File: src/rtl/wl_macc.sv
// Pre-add / multiply / accumulate over framed terms; one term per clock, never stalls.
// Result appears 4 edges after the last term; sticky overflow per frame, optional saturation.
module wl_macc #(
   parameter int IW0   = 25,
   parameter int IW1   = 18,
   parameter int OW    = 48,
   parameter int SHIFT = 0,
   parameter int SAT   = 1
) (
   input  logic                  clk,
   input  logic                  rst_b,
   input  logic                  in_vld,
   input  logic                  in_first,
   input  logic                  in_last,
   input  logic                  sub,
   input  logic signed [IW0-1:0] a,
   input  logic signed [IW0-1:0] d,
   input  logic signed [IW1-1:0] b,
   output logic                  out_vld,
   output logic signed [OW-1:0]  out_p,
   output logic                  out_ovf
);

   localparam int PW = IW0 + 1;
   localparam int MW = IW0 + IW1 + 1;

   localparam logic [OW-1:0] ACC_MAX = {1'b0, {(OW-1){1'b1}}};
   localparam logic [OW-1:0] ACC_MIN = {1'b1, {(OW-1){1'b0}}};

   logic                  s0_vld, s0_first, s0_last, s0_sub;
   logic signed [IW0-1:0] s0_a, s0_d;
   logic signed [IW1-1:0] s0_b;

   logic                  s1_vld, s1_first, s1_last;
   logic signed [PW-1:0]  s1_pre;
   logic signed [IW1-1:0] s1_b;

   logic                  s2_vld, s2_first, s2_last;
   logic signed [MW-1:0]  s2_prod;

   logic signed [OW-1:0]  acc;
   logic                  acc_ovf;
   logic                  s3_fire;

   logic [OW:0]           acc_base;
   logic [OW:0]           sum;
   logic                  ovf_now;
   logic [OW-1:0]         acc_nxt;

   // S0: input capture
   always_ff @(posedge clk or negedge rst_b) begin
      if (!rst_b) begin
         s0_vld   <= 1'b0;
         s0_first <= 1'b0;
         s0_last  <= 1'b0;
         s0_sub   <= 1'b0;
         s0_a     <= '0;
         s0_d     <= '0;
         s0_b     <= '0;
      end else begin
         s0_vld <= in_vld;
         if (in_vld) begin
            s0_first <= in_first;
            s0_last  <= in_last;
            s0_sub   <= sub;
            s0_a     <= a;
            s0_d     <= d;
            s0_b     <= b;
         end
      end
   end

   // S1: pre-add, one guard bit so d +/- a never overflows
   always_ff @(posedge clk or negedge rst_b) begin
      if (!rst_b) begin
         s1_vld   <= 1'b0;
         s1_first <= 1'b0;
         s1_last  <= 1'b0;
         s1_pre   <= '0;
         s1_b     <= '0;
      end else begin
         s1_vld <= s0_vld;
         if (s0_vld) begin
            s1_first <= s0_first;
            s1_last  <= s0_last;
            s1_pre   <= s0_sub ? ({s0_d[IW0-1], s0_d} - {s0_a[IW0-1], s0_a})
                               : ({s0_d[IW0-1], s0_d} + {s0_a[IW0-1], s0_a});
            s1_b     <= s0_b;
         end
      end
   end

   // S2: multiply
   always_ff @(posedge clk or negedge rst_b) begin
      if (!rst_b) begin
         s2_vld   <= 1'b0;
         s2_first <= 1'b0;
         s2_last  <= 1'b0;
         s2_prod  <= '0;
      end else begin
         s2_vld <= s1_vld;
         if (s1_vld) begin
            s2_first <= s1_first;
            s2_last  <= s1_last;
            s2_prod  <= s1_pre * s1_b;
         end
      end
   end

   // One extra bit on the sum exposes signed overflow as a sign mismatch
   always_comb begin
      acc_base = s2_first ? '0 : {acc[OW-1], acc};
      sum      = acc_base + {{(OW+1-MW){s2_prod[MW-1]}}, s2_prod};
      ovf_now  = sum[OW] ^ sum[OW-1];
      acc_nxt  = sum[OW-1:0];
      if (ovf_now && (SAT != 0)) begin
         acc_nxt = sum[OW] ? ACC_MIN : ACC_MAX;
      end
   end

   // S3: accumulate
   always_ff @(posedge clk or negedge rst_b) begin
      if (!rst_b) begin
         acc     <= '0;
         acc_ovf <= 1'b0;
         s3_fire <= 1'b0;
      end else begin
         s3_fire <= s2_vld & s2_last;
         if (s2_vld) begin
            acc     <= acc_nxt;
            acc_ovf <= (acc_ovf & ~s2_first) | ovf_now;
         end
      end
   end

   always_ff @(posedge clk or negedge rst_b) begin
      if (!rst_b) begin
         out_vld <= 1'b0;
         out_p   <= '0;
         out_ovf <= 1'b0;
      end else begin
         out_vld <= s3_fire;
         if (s3_fire) begin
            out_p   <= acc >>> SHIFT;
            out_ovf <= acc_ovf;
         end
      end
   end

endmodule

File: config.mk
export PLATFORM = sky130hd
export DESIGN_NAME = wl_macc
export DESIGN_NICKNAME = d
export VERILOG_FILES = /design/src/rtl/wl_macc.sv
export SDC_FILE = /design/constraint.sdc
export NUM_CORES = 2
export LEC_CHECK = 0
export BUFFER_PORTS_ARGS = -buffer_cell sky130_fd_sc_hd__buf_2
export CAP_MARGIN = 30
export CORE_ASPECT_RATIO = 0.7
export CORE_MARGIN = 2
export CORE_UTILIZATION = 23
export CTS_CLUSTER_SIZE = 28
export DETAILED_ROUTE_END_ITERATION = 7
export RECOVER_POWER = 100
export SLEW_MARGIN = 20
export SYNTH_ARGS = -nofsm -noshare
export SYNTH_HDL_FRONTEND = slang
export SYNTH_SLANG_ARGS = --single-unit
File: constraint.sdc
create_clock -name clk -period 9.94 [get_ports clk]
set_clock_uncertainty 0.1 [all_clocks]
set_input_delay 1.988 -clock clk [delete_from_list [all_inputs] [get_ports clk]]
set_output_delay 1.988 -clock clk [all_outputs]
set_load 0.05 [all_outputs]
==> impl_metrics.csv <==
group,metric,value,unit
layout,regArea,6659,µm²
cts,cts_hold_buffers,0,
job,maxCapViolCount,8,
placement,hpwl,63910,µm
setup_path,start_kind,"flop",
drt,drtAntennaViolNets,0,
setup_path,worst-setup-path-type,"flop to flop",
grt,antenna_found_initial,0,
logic_synthesis,synthCells,3267,
sta,setup_tns,0,ns
setup_path,r2r_end,"acc[46]",
setup_path,critPathSlowestCell,"clkbuf_1",
sta,final_hold_viol_count,0,
drt,drtIter0Drc,1385,
grt,grt_first_pass_wirelength,134400,µm
hold_path,hold_end,"acc_ovf",
cts,clk_latency,0.58,ns
setup_path,rrSetupSlack,2.23,ns
setup_path,slowest_delay,1.56,ns
die,die_w,445.8,µm
cts,cts.sinks,266,
logic_synthesis,ys_types,75,
logic_synthesis,synth.cell_area,31420,µm²
logic_synthesis,syn_nets,3983,
setup_path,r2r_start,"s2_first",
logic_synthesis,yosysTopAreaCell,"fa_1",
logic_synthesis,yosysMostFrequentCell,"inv_1",
cts,cts_buffers,34,
placement,gp_congestion,0.8601,
setup_path,cp-end-kind,"flop",
hold_path,worstHoldStart,"acc_ovf",
layout,multiInputGateArea,21890,µm²
sta,finalMaxSlewViolations,374,
layout,syn2layout_area_growth,11.59,%
hold_path,hold_depth,2,
setup_path,crit_family,"buffers and inverters",
sta,fin_crit_sh,77.54,%
sta,period_needed,7.708,ns
logic_synthesis,synth_area_leaders,"fa_1 29%, dfrtp_1 21%, ha_1 7.3%",
cts,cts_setup_buffers,0,
die,die_area,139600,µm²
grt,grt_pass1_vias,24030,
layout,drive_gt1_share,11.55,%
status,violations,"max-capacitance violations, max-slew violations",
sta,worst_pin_slew,4.574,ns
drt,wirelength,81090,µm
die,start_util,23.17,%
logic_synthesis,synth_top_area_share,29.25,%
die,core,135600,µm²
die,pin_count,124,
sta,rsz0062_at_grt,"false",
cts,cts_tree,"built",
drt,vias,22330,
cts,clk_pin_slew,0.06,ns
setup_path,rr_worst_depth,14,
cts,root_buffer,"clkbuf_16",
setup_path,cp_cell_sequence,"clkbuf_1, nor2b_1, ha_1, a21oi_1, o21ai_0, o2bb2ai_1, o31ai_1, a21oi_1, a2111oi_4, o221ai_1, mux2i_4, clkbuf_1, nand2_1, o221ai_1",
logic_synthesis,ys.flop_type,"dfrtp_1",
status,status,"finished with violations",
logic_synthesis,ys_ff_latch,266,
layout,num-nets-final,4016,
cts,cts.path.max_buffers,3,
drt,dr.pass1.iters,5,
drt,remaining_drc_errors,0,
drt,wire_per_inst,15.88,µm
logic_synthesis,synth-edff-count,0,
setup_path,critPathMaxFanout,43,
layout,num_antenna_cells,0,
placement,portBuffers,123,
grt,grt_max_degree,75,
sta,setup-violations-final,0,
setup_path,arrival,8.04,ns
logic_synthesis,seq_area_frac_synth,21.19,%
cts,cts_resized,0,
sta,relSlewSlack,-205.0,%
logic_synthesis,async_reset_ff_share,100.0,%
sta,timing.fmax,129.7,MHz
layout,fillers,14340,
logic_synthesis,ys_warn_count,0,
drt,viasPerCell,4.373,
logic_synthesis,synth_common_cells,"569 x inv_1, 459 x fa_1, 365 x nand2_1",
setup_path,cp.required,10.28,ns
die,die_h,313.2,µm
grt,overflow,0,
cts,htreeDepth,2,
logic_synthesis,syn_area_per_cell,9.617,µm²
hold_path,min_path_type,"flop to flop",
grt,grt_usage,12.05,%
die,row_count,113,
setup_path,crit_buf_inv,2,
how the worst max path moves through the flow:
stage,startpoint,slack (ns),cells after the start,endpoint
2_1_floorplan,s1_b[9],3.38,25,s2_prod[35]
3_3_place_gp,s1_b[9],2.38,23,s2_prod[43]
3_5_place_dp,s1_b[3],2.34,20,s2_prod[42]
4_1_cts,s1_b[3],2.28,20,s2_prod[42]
5_1_grt,s2_first,1.63,14,acc[46]
6_report,s2_first,2.23,14,acc[46]
per-layer routing:
metal  track usage [%]  vias to the layer above  routed length, µm
met2             20.29                      476              38400
met1             16.47                    11420              37180
met3             1.791                       80               4190
li1                  -                    10360                  -
met5                 0                        -                  0
met4             2.219                        0               1315
flip-flops by register name (all words and copies together) (netlist names), 18 cells and up:
name     cells
s0_a        25
s0_b        18
s1_pre      26
s2_prod     44
s1_b        18
acc         48
out_p       48
s0_d        25
cell usage in the layout, fill, tap and decap left out, types with 6 or more instances in the layout:
master	count
inv_1	569
fa_1	459
nand2_1	365
dfrtp_1	264
mux2_2	194
ha_1	183
and2_1	169
nor2_1	147
a21oi_1	124
xnor2_1	102
o21ai_0	81
buf_2	71
clkbuf_1	70
nor2b_1	59
a21o_1	46
clkbuf_16	35
nor3_1	27
nand3_1	27
xor2_1	27
nand2b_1	24
o2bb2ai_2	21
a31oi_1	20
o21a_1	19
and3_1	17
nand4_1	15
o2bb2ai_1	15
a211oi_1	14
buf_4	12
o21bai_1	11
o31ai_1	10
buf_8	10
or3_1	7
o211ai_1	7
buf_16	6
stage by stage:
step / std cells / util (%) / area (µm²) / worst slack [ns] / hold WS, ns
2_1_floorplan: 3267 / - / 31420 / 3.380 / 0.2519
3_3_place_gp: 5027 / 24.90 / 33760 / 2.383 / 0.3644
3_5_place_dp: 5030 / 24.94 / 33820 / 2.341 / 0.3663
4_1_cts: 5090 / 25.78 / 34960 / 2.278 / 0.3814
5_1_grt: 5106 / 25.86 / 35060 / 1.634 / 0.4179
6_report: 5106 / 25.86 / 35060 / 2.232 / 0.3766
worst register-to-register path, cell delays in order (launching register included):
cell       delay, ns
dfrtp_1         0.52
clkbuf_1        1.56
nor2b_1         0.16
ha_1            0.50
a21oi_1         0.30
o21ai_0         0.18
o2bb2ai_1       0.21
o31ai_1         0.57
a21oi_1         0.27
a2111oi_4       0.52
o221ai_1        0.46
mux2i_4         0.32
clkbuf_1        1.32
nand2_1         0.40
o221ai_1        0.19
final cells by class:
class,count,area share (%)
Tap cell,1782,6.359
Clock buffer,47,2.769
Clock inverter,13,0.4889
Inverter,570,6.102
Timing Repair Buffer,163,2.858
Multi-Input combinational cell,2265,62.43
Sequential cell,266,18.99
logic make-up (layout without fill, tap and decap cells):
kind of cell,Yosys count,count (layout),share of synthesized area (%)
AOI/OAI and AO/OA,412,412,9.143
xor gates and xnor gates,129,129,3.596
adders and majority gates,644,644,36.60
buffers and inverters,736,793,8.964
DFF,266,266,21.19
muxes,198,198,7.136
and+or+nand+nor,882,882,13.38
Power is not shown: default switching activity piles up to over one toggle a cycle in this logic, so the estimate is an artifact.
